**src/rtl/dram_ctl_pkg.sv**
```systemverilog
// Shared types, default timing and helpers for the fast-page-mode DRAM controller.
package dram_ctl_pkg;

    typedef enum logic [2:0] {
        S_IDLE,
        S_ROW,
        S_COL,
        S_ACK,
        S_PAGE,
        S_PRECHG,
        S_REF_CBR,
        S_REF_RAS
    } dram_state_t;

    localparam int DEF_AOUT         = 4;
    localparam int DEF_T_RCD        = 2;
    localparam int DEF_T_CAS_RD     = 2;
    localparam int DEF_T_CAS_WR     = 1;
    localparam int DEF_T_CBR        = 1;
    localparam int DEF_T_RFC        = 1;
    localparam int DEF_T_RP         = 1;
    localparam int DEF_REF_INTERVAL = 25;
    localparam int DEF_PAGE_MODE    = 1;
    localparam int DEF_PAGE_TIMEOUT = 8;

    // Width of the shared phase counter: must hold the largest timing value.
    function automatic int cnt_width(input int t_rcd, input int t_rd, input int t_wr,
                                     input int t_cbr, input int t_rfc, input int t_rp,
                                     input int t_page);
        int m;
        m = t_rcd;
        if (t_rd > m)   m = t_rd;
        if (t_wr > m)   m = t_wr;
        if (t_cbr > m)  m = t_cbr;
        if (t_rfc > m)  m = t_rfc;
        if (t_rp > m)   m = t_rp;
        if (t_page > m) m = t_page;
        return $clog2(m + 1);
    endfunction

endpackage

```
**src/rtl/dram_refresh_timer.sv**
```systemverilog
// Refresh interval timer: raises a pending request every REF_INTERVAL cycles
// and flags an overrun when the previous request has not yet been taken.
module dram_refresh_timer #(
    parameter int REF_INTERVAL = 25
) (
    input  logic clk,
    input  logic reset,
    input  logic ref_taken,
    output logic refresh_pend,
    output logic ref_overrun
);
    localparam int TW = $clog2(REF_INTERVAL);

    logic [TW-1:0] tmr_q, tmr_d;
    logic          pend_q, pend_d;
    logic          ovr_q, ovr_d;
    logic          expire;

    always_comb begin
        expire = (tmr_q == '0);
        tmr_d  = expire ? TW'(REF_INTERVAL - 1) : tmr_q - 1'b1;
        pend_d = pend_q;
        // A new expiry outranks the clear, so a request arriving as one is taken is kept.
        if (ref_taken) pend_d = 1'b0;
        if (expire)    pend_d = 1'b1;
        ovr_d  = expire && pend_q && !ref_taken;
    end

    always_ff @(posedge clk) begin
        if (reset) begin
            tmr_q  <= TW'(REF_INTERVAL - 1);
            pend_q <= 1'b0;
            ovr_q  <= 1'b0;
        end else begin
            tmr_q  <= tmr_d;
            pend_q <= pend_d;
            ovr_q  <= ovr_d;
        end
    end

    assign refresh_pend = pend_q;
    assign ref_overrun  = ovr_q;

endmodule

```
**src/rtl/dram_control_pm.sv**
```systemverilog
// Asynchronous-DRAM controller with fast-page mode and CAS-before-RAS refresh;
// strobes and ack are registered from the current state, one cycle behind it.
module dram_control_pm
    import dram_ctl_pkg::*;
#(
    parameter int AOUT         = DEF_AOUT,
    parameter int AIN          = 2 * AOUT,
    parameter int T_RCD        = DEF_T_RCD,
    parameter int T_CAS_RD     = DEF_T_CAS_RD,
    parameter int T_CAS_WR     = DEF_T_CAS_WR,
    parameter int T_CBR        = DEF_T_CBR,
    parameter int T_RFC        = DEF_T_RFC,
    parameter int T_RP         = DEF_T_RP,
    parameter int REF_INTERVAL = DEF_REF_INTERVAL,
    parameter int PAGE_MODE    = DEF_PAGE_MODE,
    parameter int PAGE_TIMEOUT = DEF_PAGE_TIMEOUT
) (
    input  logic            clk,
    input  logic            reset,
    input  logic            as_n,
    input  logic [AIN-1:0]  addr_in,
    input  logic            rw,
    output logic [AOUT-1:0] addr_out,
    output logic            ras_n,
    output logic            cas_n,
    output logic            we_n,
    output logic            ack,
    output logic            ref_overrun
);
    localparam int CW = cnt_width(T_RCD, T_CAS_RD, T_CAS_WR, T_CBR, T_RFC, T_RP, PAGE_TIMEOUT);

    dram_state_t     state_q;
    logic [CW-1:0]   cnt_q;
    logic [AOUT-1:0] row_q, col_q, addr_q;
    logic            rw_q, ras_n_q, cas_n_q, we_n_q, ack_q;
    logic            refresh_pend, ref_taken, req;

    assign ref_taken = (state_q == S_IDLE) && refresh_pend;
    // The processor still holds as_n during the ack cycle; that is not a new request.
    assign req       = !as_n && !ack_q;

    dram_refresh_timer #(.REF_INTERVAL(REF_INTERVAL)) u_ref (
        .clk          (clk),
        .reset        (reset),
        .ref_taken    (ref_taken),
        .refresh_pend (refresh_pend),
        .ref_overrun  (ref_overrun)
    );

    always_ff @(posedge clk) begin
        if (reset) begin
            state_q <= S_IDLE;
            cnt_q   <= '0;
            row_q   <= '0;
            col_q   <= '0;
            rw_q    <= 1'b1;
            addr_q  <= '0;
            ras_n_q <= 1'b1;
            cas_n_q <= 1'b1;
            we_n_q  <= 1'b1;
            ack_q   <= 1'b0;
        end else begin
            ras_n_q <= !(state_q inside {S_ROW, S_COL, S_ACK, S_PAGE, S_REF_RAS});
            cas_n_q <= !(state_q inside {S_COL, S_ACK, S_REF_CBR, S_REF_RAS});
            we_n_q  <= !((state_q inside {S_COL, S_ACK}) && !rw_q);
            ack_q   <= (state_q == S_ACK);
            if (state_q == S_ROW)
                addr_q <= row_q;
            else if (state_q == S_COL)
                addr_q <= col_q;

            // Timed states load cnt_q with duration-1 on entry and leave when it reaches 0.
            case (state_q)
                S_IDLE: begin
                    if (refresh_pend) begin
                        state_q <= S_REF_CBR;
                        cnt_q   <= CW'(T_CBR - 1);
                    end else if (req) begin
                        row_q   <= addr_in[AIN-1:AOUT];
                        col_q   <= addr_in[AOUT-1:0];
                        rw_q    <= rw;
                        state_q <= S_ROW;
                        cnt_q   <= CW'(T_RCD - 1);
                    end
                end
                S_ROW: begin
                    if (cnt_q == '0) begin
                        state_q <= S_COL;
                        cnt_q   <= rw_q ? CW'(T_CAS_RD - 1) : CW'(T_CAS_WR - 1);
                    end else begin
                        cnt_q <= cnt_q - 1'b1;
                    end
                end
                S_COL: begin
                    if (cnt_q == '0) state_q <= S_ACK;
                    else             cnt_q   <= cnt_q - 1'b1;
                end
                S_ACK: begin
                    if (PAGE_MODE != 0 && !refresh_pend) begin
                        state_q <= S_PAGE;
                        cnt_q   <= CW'(PAGE_TIMEOUT - 1);
                    end else begin
                        state_q <= S_PRECHG;
                        cnt_q   <= CW'(T_RP - 1);
                    end
                end
                S_PAGE: begin
                    if (refresh_pend || (req && addr_in[AIN-1:AOUT] != row_q) || (!req && cnt_q == '0)) begin
                        state_q <= S_PRECHG;
                        cnt_q   <= CW'(T_RP - 1);
                    end else if (req) begin
                        col_q   <= addr_in[AOUT-1:0];
                        rw_q    <= rw;
                        state_q <= S_COL;
                        cnt_q   <= rw ? CW'(T_CAS_RD - 1) : CW'(T_CAS_WR - 1);
                    end else begin
                        cnt_q <= cnt_q - 1'b1;
                    end
                end
                S_PRECHG: begin
                    if (cnt_q == '0) state_q <= S_IDLE;
                    else             cnt_q   <= cnt_q - 1'b1;
                end
                S_REF_CBR: begin
                    if (cnt_q == '0) begin
                        state_q <= S_REF_RAS;
                        cnt_q   <= CW'(T_RFC - 1);
                    end else begin
                        cnt_q <= cnt_q - 1'b1;
                    end
                end
                S_REF_RAS: begin
                    if (cnt_q == '0) begin
                        state_q <= S_PRECHG;
                        cnt_q   <= CW'(T_RP - 1);
                    end else begin
                        cnt_q <= cnt_q - 1'b1;
                    end
                end
            endcase
        end
    end

    assign addr_out = addr_q;
    assign ras_n    = ras_n_q;
    assign cas_n    = cas_n_q;
    assign we_n     = we_n_q;
    assign ack      = ack_q;

endmodule

```
**config.mk**
```make
export PLATFORM = sky130hd
export DESIGN_NAME = dram_control_pm
export DESIGN_NICKNAME = d
export VERILOG_FILES = /design/src/rtl/dram_ctl_pkg.sv /design/src/rtl/dram_refresh_timer.sv /design/src/rtl/dram_control_pm.sv
export SDC_FILE = /design/constraint.sdc
export NUM_CORES = 1
export LEC_CHECK = 0
export CAP_MARGIN = 5
export CORE_AREA = 5 5 72 74
export DETAILED_ROUTE_END_ITERATION = 6
export DIE_AREA = 0 0 77 79
export GPL_ROUTABILITY_DRIVEN = 0
export PLACE_DENSITY = 0.69
export REMOVE_ABC_BUFFERS = 1
export SLEW_MARGIN = 30
export SYNTH_ARGS = -nofsm -noshare
export SYNTH_HDL_FRONTEND = slang
export SYNTH_HIERARCHICAL = 1
export SYNTH_SLANG_ARGS = --single-unit
```
**constraint.sdc**
```tcl
create_clock -name clk -period 1.7 [get_ports clk]
set_input_delay 0.255 -clock clk [delete_from_list [all_inputs] [get_ports clk]]
set_output_delay 0.255 -clock clk [all_outputs]
set_load 0.03 [all_outputs]
```
==> flow_summary.json, run 1 <==
{
  "antenna_found_initial": 0,
  "synth_top_cell_by_area": "dfxtp_1",
  "ant_nets": 0,
  "worstPathMaxFanout": 6,
  "setup_viol": 0,
  "netlist_instances": 185,
  "place_hpwl_um": 2723,
  "hp-class": "reg2reg",
  "cts.sinks": 31,
  "drive_gt1_share_pct": 23.14,
  "final_core_util_pct": 47.42,
  "grt_usage_pct": 13.01,
  "post-route-period-util_pct": 95.82,
  "syn_to_final_growth_pct": 35.35,
  "num_vias": 1462,
  "synth_top_area_share_pct": 39.06,
  "final_nets": 243,
  "clk_pin_slew_ns": 0.07,
  "startpoint_type": "register",
  "overflow": 0,
  "io_pins": 21,
  "path_class": "reg2reg",
  "maxCapViolations": 0,
  "rsz0062_at_grt": "yes",
  "place_ws_ns": -0.2069,
  "skew_ns": 0.008871,
  "async_flop_share_pct": 0,
  "clk_path_buf_depth": 2,
  "grt_max_degree": 18,
  "yosysWarnings": 6,
  "avgSynthCellArea_um2": 8.589,
  "clock-root-buffer": "clkbuf_8",
  "r2r_end": "cnt_q[0]",
  "rows": 25,
  "seq_area_frac_synth_pct": 39.06,
  "wl_per_cell_um": 13.19,
  "holdWs_ns": 0.4432,
  "powerDensity_mw_per_mm2": 1636,
  "synth_edf_count": 0,
  "hold_viol": 0,
  "cts_htree_levels": 2,
  "numPortBuffers": 20,
  "max_slew_margin_pct": 75.44,
  "cp_data_required_time_ns": 1.88,
  "syn_area_mm2": 0.001589,
  "clock_latency_ns": 0.29,
  "cts_tree": "done",
  "synth.most_common_cell": "dfxtp_1",
  "cp-end-kind": "register",
  "worstReg2RegStart": "cnt_q[0]",
  "core_area_mm2": 0.004536,
  "vias_per_cell": 5.166,
  "reg2reg_slack_ns": 0.07,
  "ys_top_cells_by_count": "31 x dfxtp_1, 23 x nor2_1, 13 x a21oi_1",
  "drt_iter0_markers": 86,
  "min_from": "u_ref/tmr_q[0]",
  "fmax_ghz": 0.6139,
  "fin_crit_ns": 1.629,
  "finalMaxSlewViolations": 0,
  "power_leakage_uw": 0.0008578,
  "worstPathArrival_ns": 1.81,
  "worst_slack_ns": 0.07102,
  "peakVddDrop_uv": 923.5,
  "outcome": "complete, no violations",
  "routed_wl_um": 3733,
  "yosys_register_bits": 31,
  "whs_endpoint": "u_ref/tmr_q[0]",
  "initial_utilization_pct": 35.03,
  "grt_pass1_wl_um": 6313,
  "place_area_mm2": 0.002006,
  "n_antenna_cell": 0,
  "r2r.worst_path.cells": 7,
  "first_pass_iters": 4,
  "synth.distinct_cells": 50,
  "hold_depth": 1,
  "route.detailed.drc": 0,
  "yosys_most_used_dff": "dfxtp_1",
  "numCtsBuffers": 5,
  "fin_setup_tns_ns": 0,
  "dieHeight_um": 79,
  "worstMarginPinSlew_ns": 0.3679,
  "synthTopCellsByArea": "dfxtp_1 39%, nor2_1 5.4%, a21oi_1 4.1%, xnor2_1 3.3%, mux2i_1 2.5%",
  "grt_pass1_vias": 1356,
  "die_x_um": 77,
  "final_area_mm2": 0.002151,
  "dieArea_mm2": 0.006083
}
[kinds of logic (layout without fill, tap and decap cells)]
logic type / Yosys count / count (layout) / synth area share [%]
flip-flops: 31 / 31 / 39.06
multiplexers: 4 / 4 / 2.520
AND/OR/NAND/NOR: 76 / 76 / 26.54
XOR/XNOR: 7 / 7 / 4.331
AO/OA/AOI/OAI: 47 / 47 / 20.08
buffers and inverters: 17 / 61 / 5.118
adder cells (fa/ha/maj): 3 / 3 / 2.362
[power by group]
group          switching (uW)  internal (uW)
Clock                     270            369
Sequential                158            904
Combinational             907            910
Total                    1330           2180
[final cells by class]
class | instances | area, um2
Clock buffer | 8 | 100.1
Fill cell | 443 | 2385
Inverter | 6 | 22.52
Multi-Input combinational cell | 137 | 922.1
Sequential cell | 31 | 623.1
Tap cell | 54 | 67.56
Timing Repair Buffer | 47 | 415.4
[repair_timing]
action | 4_1_cts | 5_1_grt
pin swaps | 0 | 8
gates cloned | 0 | 0
endpoints found under the setup margin | 3 | 5
resized for setup | 4 | 7
hold buffers | 0 | 0
endpoints found under the hold margin | 0 | 0
setup buffers | 0 | 1
[stage by stage]
step	std cells	total power (uW)
floorplan	174	2092
global placement	274	2740
detailed placement	274	2755
CTS	282	3463
global route	283	3774
finish	283	3518
[routing by layer]
layer / vias up / share of wire [%] / global-route usage, %
met2: 27 / 48 / 21.22
li1: 754 / - / -
met3: 6 / 3.8 / 4.082
met1: 675 / 47 / 15.76
met4: 0 / 1.5 / 5.670
met5: - / 0 / 0
[worst max-delay path: stages, from the launching register on]
cell	delay (ns)
dfxtp_2	0.32
inv_1	0.07
ha_2	0.18
or3b_4	0.42
o21ai_2	0.14
nand3_2	0.07
a221oi_2	0.24
o21ai_1	0.08
[layout by cell type, fill, tap and decap left out, types with 2 or more instances in the layout]
cell and count:
clkbuf_8 7, or2_2 2, ha_1 2, nand2_1 8
nand2b_1 6, a21oi_1 12, nand3b_1 3, o22ai_1 4
buf_4 26, and2_1 2, nor2_1 23, nor3_1 6
o21ai_0 5, dfxtp_2 2, a221oi_2 2, nor3b_1 2
a211o_1 4, nand3_1 5, inv_1 5, mux2i_1 4
xnor2_1 6, nor2b_1 4, clkdlybuf4s50_1 20, o31ai_1 4
dfxtp_1 29, o22a_1 4
[worst max-delay path by stage]
| stage | end | start | slack [ns] |
|---|---|---|---|
| after CTS | cnt_q[0] | cnt_q[0] | 0.002 |
| after global routing | cnt_q[0] | cnt_q[0] | -0.06 |
| after floorplan | cnt_q[1] | state_q[1] | 0.004 |
| after global placement | rw_q | addr_in[4] | -0.19 |
| final | cnt_q[0] | cnt_q[0] | 0.07 |
| after detailed placement | rw_q | addr_in[4] | -0.21 |
[registers in the layout (all words and copies together), names as in the netlist, 3 cells and up]
signal       flops
addr_out         4
cnt_q            4
u_ref/tmr_q      5
col_q            4
state_q          3
row_q            4
(Power assumes the default switching activity.)
==> run 2: changes to the inputs <==
Settings changed: SLEW_MARGIN 30 to 10.
==> results of run 2 <==
The final DEF is identical to that of run 1; final timing and power are the same.
